==> src/rtl/sp_mem_arbiter.sv <==
// sp_mem_arbiter: single-port memory arbiter that services either a matrix
// load (ROWS rows of two words each, read from consecutive addresses) or a
// single row store (two words), one operation at a time.
//
// Ports:
//   CLK, nRST           clock, asynchronous active-low reset
//   sLoad, load_addr    matrix-load request and base byte address
//   sStore, store_addr, store_data
//                       row-store request, byte address and row data
//   load_data           fetched row {word@addr+4, word@addr}
//   sLoad_hit/sLoad_row one-cycle pulse per fetched row, with row index
//   sStore_hit          one-cycle pulse when the store has completed
//   mem_*               word-wide memory port; a word transfers in any cycle
//                       with (mem_ren|mem_wen) && mem_ready
//
// Build option: define SP_ARB_LOAD_FIRST_EN to give sLoad priority over
// sStore when both are requested in IDLE (default: sStore wins).
module sp_mem_arbiter #(
  parameter int unsigned WORD_W       = 32,
  parameter int unsigned ROW_S_W      = 2,
  parameter int unsigned BITS_PER_ROW = 64,
  parameter int unsigned ROWS         = 4
) (
  input  logic                    CLK,
  input  logic                    nRST,
  input  logic                    sLoad,
  input  logic                    sStore,
  input  logic [WORD_W-1:0]       load_addr,
  input  logic [WORD_W-1:0]       store_addr,
  input  logic [BITS_PER_ROW-1:0] store_data,
  output logic [BITS_PER_ROW-1:0] load_data,
  output logic                    sLoad_hit,
  output logic [ROW_S_W-1:0]      sLoad_row,
  output logic                    sStore_hit,
  output logic                    mem_ren,
  output logic                    mem_wen,
  output logic [WORD_W-1:0]       mem_addr,
  output logic [WORD_W-1:0]       mem_wdata,
  input  logic [WORD_W-1:0]       mem_rdata,
  input  logic                    mem_ready
);

  localparam int unsigned CNT_W = (ROWS * 2 > 1) ? $clog2(ROWS * 2) : 1;
  localparam logic [CNT_W-1:0] LAST_WORD = CNT_W'(ROWS * 2 - 1);

  typedef enum logic [1:0] {
    IDLE  = 2'd0,
    LOAD  = 2'd1,
    STORE = 2'd2,
    DONE  = 2'd3
  } state_t;

  state_t                  state_q, state_d;
  logic [CNT_W-1:0]        word_q, word_d;
  logic [WORD_W-1:0]       addr_q, addr_d;
  logic [BITS_PER_ROW-1:0] sdata_q, sdata_d;
  logic [WORD_W-1:0]       lo_q, lo_d;
  logic [BITS_PER_ROW-1:0] ldata_q, ldata_d;
  logic                    lhit_q, lhit_d;
  logic [ROW_S_W-1:0]      row_q, row_d;
  logic                    shit_q, shit_d;

  always_ff @(posedge CLK or negedge nRST) begin
    if (!nRST) begin
      state_q <= IDLE;
      word_q  <= '0;
      addr_q  <= '0;
      sdata_q <= '0;
      lo_q    <= '0;
      ldata_q <= '0;
      lhit_q  <= 1'b0;
      row_q   <= '0;
      shit_q  <= 1'b0;
    end else begin
      state_q <= state_d;
      word_q  <= word_d;
      addr_q  <= addr_d;
      sdata_q <= sdata_d;
      lo_q    <= lo_d;
      ldata_q <= ldata_d;
      lhit_q  <= lhit_d;
      row_q   <= row_d;
      shit_q  <= shit_d;
    end
  end

  always_comb begin
    state_d   = state_q;
    word_d    = word_q;
    addr_d    = addr_q;
    sdata_d   = sdata_q;
    lo_d      = lo_q;
    ldata_d   = ldata_q;
    row_d     = row_q;
    lhit_d    = 1'b0;
    shit_d    = 1'b0;
    mem_ren   = 1'b0;
    mem_wen   = 1'b0;
    mem_addr  = '0;
    mem_wdata = '0;

    case (state_q)
      IDLE: begin
        word_d = '0;
`ifdef SP_ARB_LOAD_FIRST_EN
        if (sLoad) begin
          addr_d  = load_addr;
          state_d = LOAD;
        end else if (sStore) begin
          addr_d  = store_addr;
          sdata_d = store_data;
          state_d = STORE;
        end
`else
        if (sStore) begin
          addr_d  = store_addr;
          sdata_d = store_data;
          state_d = STORE;
        end else if (sLoad) begin
          addr_d  = load_addr;
          state_d = LOAD;
        end
`endif
      end

      LOAD: begin
        mem_ren  = 1'b1;
        mem_addr = addr_q;
        if (mem_ready) begin
          addr_d = addr_q + WORD_W'(4);
          word_d = word_q + CNT_W'(1);
          // Even words are parked until their odd partner arrives, so the
          // row and its hit are registered together the following cycle.
          if (!word_q[0]) begin
            lo_d = mem_rdata;
          end else begin
            ldata_d = {mem_rdata, lo_q};
            lhit_d  = 1'b1;
            row_d   = ROW_S_W'(word_q >> 1);
          end
          if (word_q == LAST_WORD) state_d = DONE;
        end
      end

      STORE: begin
        mem_wen   = 1'b1;
        mem_addr  = addr_q;
        mem_wdata = word_q[0] ? sdata_q[2*WORD_W-1:WORD_W] : sdata_q[WORD_W-1:0];
        if (mem_ready) begin
          addr_d = addr_q + WORD_W'(4);
          word_d = word_q + CNT_W'(1);
          if (word_q[0]) begin
            shit_d  = 1'b1;
            state_d = DONE;
          end
        end
      end

      DONE: begin
        word_d  = '0;
        state_d = IDLE;
      end

      default: state_d = IDLE;
    endcase
  end

  assign load_data  = ldata_q;
  assign sLoad_hit  = lhit_q;
  assign sLoad_row  = row_q;
  assign sStore_hit = shit_q;

endmodule

==> config.mk <==
export PLATFORM = sky130hd
export DESIGN_NAME = sp_mem_arbiter
export DESIGN_NICKNAME = d
export VERILOG_FILES = /design/src/rtl/sp_mem_arbiter.sv
export SDC_FILE = /design/constraint.sdc
export NUM_CORES = 1
export LEC_CHECK = 0
export BUFFER_PORTS_ARGS = -buffer_cell sky130_fd_sc_hd__buf_2
export CORE_UTILIZATION = 52
export CTS_CLUSTER_SIZE = 24
export DETAILED_ROUTE_END_ITERATION = 8
export PLACE_DENSITY = 0.88
export SKIP_LAST_GASP = 1
export SYNTH_ARGS = -nofsm -noshare
export SYNTH_HDL_FRONTEND = slang
export SYNTH_SLANG_ARGS = --single-unit
==> constraint.sdc <==
create_clock -name CLK -period 2.38 [get_ports CLK]
set_input_delay 0.476 -clock CLK [delete_from_list [all_inputs] [get_ports CLK]]
set_output_delay 0.476 -clock CLK [all_outputs]
set_load 0.02 [all_outputs]
==> impl_results.html <==
<table>
<tr><th>Metric</th><th>Value</th></tr>
<tr><th colspan="2">Outcome</th></tr>
<tr><td>Result of the run</td><td>complete, no violations</td></tr>
<tr><th colspan="2">GRT</th></tr>
<tr><td>Number of antenna violations at the first check in global routing</td><td>1</td></tr>
<tr><td>Pin count of the biggest net entering global routing</td><td>64</td></tr>
<tr><td>Overall track demand over capacity in global routing</td><td>21.95%</td></tr>
<tr><td>Vias in the first global route</td><td>6,662</td></tr>
<tr><td>GRT Residual Overflow</td><td>0</td></tr>
<tr><td>Wire length of the first global-routing pass</td><td>32.83 mm</td></tr>
<tr><th colspan="2">STA</th></tr>
<tr><td>Shortest period the worst path allows</td><td>2.359 ns</td></tr>
<tr><td>Final critical-path share of the clock period</td><td>99.11%</td></tr>
<tr><td>Unrepaired setup endpoints after global routing</td><td>true</td></tr>
<tr><td>Final Max Slew Viols</td><td>0</td></tr>
<tr><td>Worst clock skew</td><td>0.007093 ns</td></tr>
<tr><td>Worst max-slew margin expressed relative to the limit</td><td>62.55%</td></tr>
<tr><td>Slew at the pin closest to its max-slew limit</td><td>0.5575 ns</td></tr>
<tr><td>Final setup violation count</td><td>0</td></tr>
<tr><td>Hold violation count in the final report</td><td>0</td></tr>
<tr><td>Peak clock frequency supported by timing</td><td>423.9 MHz</td></tr>
<tr><th colspan="2">Logic synthesis</th></tr>
<tr><td>Seq cells post-synth</td><td>201</td></tr>
<tr><td>Yosys cell types</td><td>45</td></tr>
<tr><td>Synth top area cells</td><td>sky130_fd_sc_hd__dfrtp_1 53%, sky130_fd_sc_hd__mux2_2 22%, sky130_fd_sc_hd__mux2i_1 6.5%</td></tr>
<tr><td>Mean instance size in the synthesized netlist</td><td>12.70 um2</td></tr>
<tr><td>Sequential fraction of the synthesis area</td><td>52.87%</td></tr>
<tr><td>Post-synthesis instance total</td><td>749</td></tr>
<tr><td>Largest area contributor in the netlist</td><td>sky130_fd_sc_hd__dfrtp_1</td></tr>
<tr><td>Netlist area before placement</td><td>0.009513 mm2</td></tr>
<tr><td>Area share of the leading cell type in the synthesized netlist</td><td>52.87%</td></tr>
<tr><td>Number of warnings printed during yosys synthesis</td><td>0</td></tr>
<tr><td>Post-synthesis net count</td><td>921</td></tr>
<tr><th colspan="2">Placement</th></tr>
<tr><td>Number of instances in the placed design</td><td>1,251</td></tr>
<tr><td>Placed standard-cell area</td><td>0.01138 mm2</td></tr>
<tr><td>Routability Congestion</td><td>0.8044</td></tr>
<tr><td>Sum of net half-perimeters after detailed placement</td><td>15.23 mm</td></tr>
<tr><td>Port buffer count</td><td>298</td></tr>
<tr><th colspan="2">Detailed routing</th></tr>
<tr><td>Post-route ant nets</td><td>0</td></tr>
<tr><td>Total length of routed wires</td><td>21.40 mm</td></tr>
<tr><td>Number of optimization iterations in the first detailed-route pass</td><td>4</td></tr>
<tr><td>Post-route DRC violation count</td><td>0</td></tr>
<tr><td>Number of violations reported at the end of detailed-routing iteration 0</td><td>231</td></tr>
<tr><td>Via density</td><td>5.385</td></tr>
<tr><td>Wirelength per Cell</td><td>16.61 um</td></tr>
<tr><td>Total number of vias</td><td>6,936</td></tr>
<tr><th colspan="2">Final layout</th></tr>
<tr><td>ANT cells</td><td>0</td></tr>
<tr><td>Layout Nets</td><td>1,220</td></tr>
<tr><td>Layout Area Growth over Synthesis</td><td>27.31%</td></tr>
<tr><td>Count of fill cells added during filler insertion</td><td>1,313</td></tr>
<tr><td>Design area</td><td>0.01211 mm2</td></tr>
<tr><td>Share of layout cells above drive strength 1</td><td>52.22%</td></tr>
<tr><td>Final non-filler cell total</td><td>1,288</td></tr>
<tr><th colspan="2">Power</th></tr>
<tr><td>Pint</td><td>0.01093 W</td></tr>
<tr><td>Portion of total power attributed to the clock network</td><td>18.0%</td></tr>
<tr><td>Share of power burned in registers</td><td>35.0%</td></tr>
<tr><td>LEAKAGE</td><td>5.988 nW</td></tr>
<tr><td>Switching share of total power</td><td>38.56%</td></tr>
<tr><td>Worst voltage drop across the vdd grid</td><td>0.9697 mV</td></tr>
<tr><td>P per Cell Area</td><td>1468 mW/mm2</td></tr>
<tr><td>Combinational fraction of design power</td><td>47.0%</td></tr>
<tr><td>Psw</td><td>0.006856 W</td></tr>
<tr><th colspan="2">Floorplanning</th></tr>
<tr><td>Die width</td><td>137.3 um</td></tr>
<tr><td>Std-Cell Core Area</td><td>0.01796 mm2</td></tr>
<tr><td>Total number of placement rows</td><td>49</td></tr>
<tr><td>Number of ports placed on the die boundary</td><td>299</td></tr>
<tr><td>Die Y</td><td>137.3 um</td></tr>
<tr><td>Initial cell density of the core</td><td>52.96%</td></tr>
<tr><td>Die Outline Area</td><td>0.01884 mm2</td></tr>
<tr><th colspan="2">Run</th></tr>
<tr><td>Maxcap violations</td><td>0</td></tr>
<tr><th colspan="2">Critical path</th></tr>
<tr><td>Endpoint kind of the worst setup timing path</td><td>output pin</td></tr>
<tr><td>Crit start category</td><td>flip-flop</td></tr>
<tr><td>Data arrival at the endpoint of the critical path</td><td>1.88 ns</td></tr>
<tr><td>Kind of critical path</td><td>reg2out</td></tr>
<tr><td>Critical path cell sequence</td><td>inv_1 &gt; ha_2 &gt; buf_12 &gt; and2_1 &gt; buf_2</td></tr>
<tr><td>Critical-path top delay cell</td><td>sky130_fd_sc_hd__ha_2</td></tr>
<tr><td>Critical path's largest stage delay</td><td>0.38 ns</td></tr>
<tr><td>Critical path data required time</td><td>1.90 ns</td></tr>
<tr><td>Cell class contributing the biggest share of worst-path delay</td><td>buffers and inverters</td></tr>
<tr><td>Max Fanout on Critical Path</td><td>37</td></tr>
<tr><td>Buf/Inv on CP</td><td>3</td></tr>
<tr><th colspan="2">Clock network</th></tr>
<tr><td>Worst-path clk slew</td><td>0.06 ns</td></tr>
<tr><td>Buffer levels on the longest clock path</td><td>3</td></tr>
<tr><td>CTS tree</td><td>yes</td></tr>
<tr><td>Clock insertion delay at the later pin of the skew report</td><td>0.50 ns</td></tr>
<tr><td>Number of buffers added by the clock tree synthesis step</td><td>22</td></tr>
<tr><td>Clock sinks</td><td>201</td></tr>
<tr><td>CTS root buf</td><td>sky130_fd_sc_hd__clkbuf_16</td></tr>
<tr><td>H-tree levels</td><td>1</td></tr>
<tr><th colspan="2">Min path</th></tr>
<tr><td>Worst hold path type</td><td>in2reg</td></tr>
</table>
[final cells by class]
type                    count  area (um2)  share of cell area, %
well taps                 229       286.5                  2.366
clock buffers              29       616.8                  5.093
repair buffers            320        1843                  15.22
clock inverters             6       66.31                 0.5476
multi-input cells         497        4244                  35.04
inverters                   6       22.52                 0.1860
flip-flops and latches    201        5031                  41.54
[synthesized netlist by cell type, drive strengths merged]
cell type  count
nor3           2
and3           6
xor2           1
buf           24
o221ai         2
nand4         10
o21ai         13
nand2b         2
nor3b          1
ha             7
a31oi          2
nor4           4
nand2         40
nand4b         1
or3b           1
a21o           1
o31ai          3
a21oi         23
mux2i         62
nor2          12
nor2b         37
mux2         185
nand3b         1
o221a          3
clkbuf        21
inv            6
and2          35
a211oi         1
and4           2
nand3         15
dfrtp        201
o211ai         1
o22ai         19
a211o          3
a41oi          1
or2            1
[cell families (layout without fill, tap and decap cells)]
group | after synthesis | in the layout | synth area share, %
xor+xnor | 1 | 1 | 0.09209
fa+ha+maj | 7 | 7 | 0.9206
buf+inv | 51 | 361 | 2.749
mux | 247 | 247 | 28.42
compound gates | 72 | 72 | 4.656
simple gates | 170 | 170 | 10.29
flops | 201 | 201 | 52.87
[power by group through the flow]
stage               logic (W)  registers [W]  clock network (W)
global route          0.00903        0.00645            0.00341
detailed placement    0.00821        0.00628                  0
floorplan             0.00528        0.00662                  0
global placement      0.00795        0.00615                  0
finish                0.00835        0.00623            0.00321
CTS                   0.00843        0.00623            0.00330
[flip-flops by register name (all words and copies together), names as in the netlist]
register	cells
word_q	3
sLoad_hit	1
sLoad_row	2
addr_q	32
load_data	64
sdata_q	64
lo_q	32
sStore_hit	1
state_q	2
[per-layer routing]
metal  GRT usage (%)  routed length, um  vias up
met3           4.746               1330       36
met2           38.22              10700      228
met1           27.44               8861     3393
met4           6.105                489        2
met5               0                 13        -
li1                -                  -     3277
[path summary, 6_finish.rpt]
check | startpoint | endpoint | slack (ns) | cells after the start
max in group asynchronous | nRST | sdata_q[26] | 1.18 | 3
worst min register to register | addr_q[0] | addr_q[0] | 0.48 | 2
worst max register to register | state_q[1] | addr_q[30] | 0.10 | 7
worst min-delay path | store_data[42] | sdata_q[42] | 0.21 | 2
min in group asynchronous | nRST | load_data[10] | 0.53 | 2
worst max-delay path | state_q[1] | mem_addr[28] | 0.02 | 5
[worst reg2reg max path, delay by kind of cell, from the launching register on]
family,cells,cell delay [ns]
AO/OA/AOI/OAI,2,0.45
buffers and inverters,1,0.08
adder cells (fa/ha/maj),1,0.38
AND/OR/NAND/NOR,2,0.56
multiplexers,1,0.35
flip-flops,1,0.35
[placed cells by master (no fill, tap or decap), types with 6 or more instances in the layout]
cell type | synthesis | layout
sky130_fd_sc_hd__buf_2 | 17 | 297
sky130_fd_sc_hd__nor2b_1 | 37 | 37
sky130_fd_sc_hd__buf_12 | 0 | 12
sky130_fd_sc_hd__inv_1 | 6 | 6
sky130_fd_sc_hd__buf_4 | 1 | 8
sky130_fd_sc_hd__nor2_1 | 12 | 12
sky130_fd_sc_hd__a21oi_1 | 23 | 23
sky130_fd_sc_hd__nand2_1 | 40 | 39
sky130_fd_sc_hd__clkbuf_16 | 0 | 22
sky130_fd_sc_hd__mux2i_1 | 62 | 62
sky130_fd_sc_hd__nand4_1 | 9 | 9
sky130_fd_sc_hd__o22ai_1 | 19 | 19
sky130_fd_sc_hd__nand3_1 | 13 | 12
sky130_fd_sc_hd__o21ai_0 | 8 | 8
sky130_fd_sc_hd__dfrtp_1 | 201 | 200
sky130_fd_sc_hd__and3_1 | 6 | 6
sky130_fd_sc_hd__mux2_2 | 185 | 185
sky130_fd_sc_hd__and2_1 | 34 | 33
[timing repair]
| action | CTS | global route |
|---|---|---|
| hold endpoints to repair | 59 | 0 |
| resized for setup | 1 | 1 |
| buffers inserted | 0 | 0 |
| cloned | 1 | 0 |
| hold buffers | 1 | 0 |
| setup endpoints to repair | 26 | 12 |
[per-stage QoR]
step | TNS, ns | worst slack [ns] | power (W) | hold slack (ns) | util, %
3_5_place_dp | 0 | 0.1702 | 0.01449 | 0.4763 | 63.35
4_1_cts | 0 | 0.005189 | 0.01795 | 0.1883 | 67.40
5_1_grt | -0.1305 | -0.05309 | 0.01889 | 0.1890 | 67.42
2_1_floorplan | 0 | 0.2606 | 0.01190 | 0.1804 | -
3_3_place_gp | 0 | 0.2218 | 0.01410 | 0.4538 | 63.35
6_report | 0 | 0.02119 | 0.01778 | 0.2067 | 67.42
(Power assumes the default switching activity.)
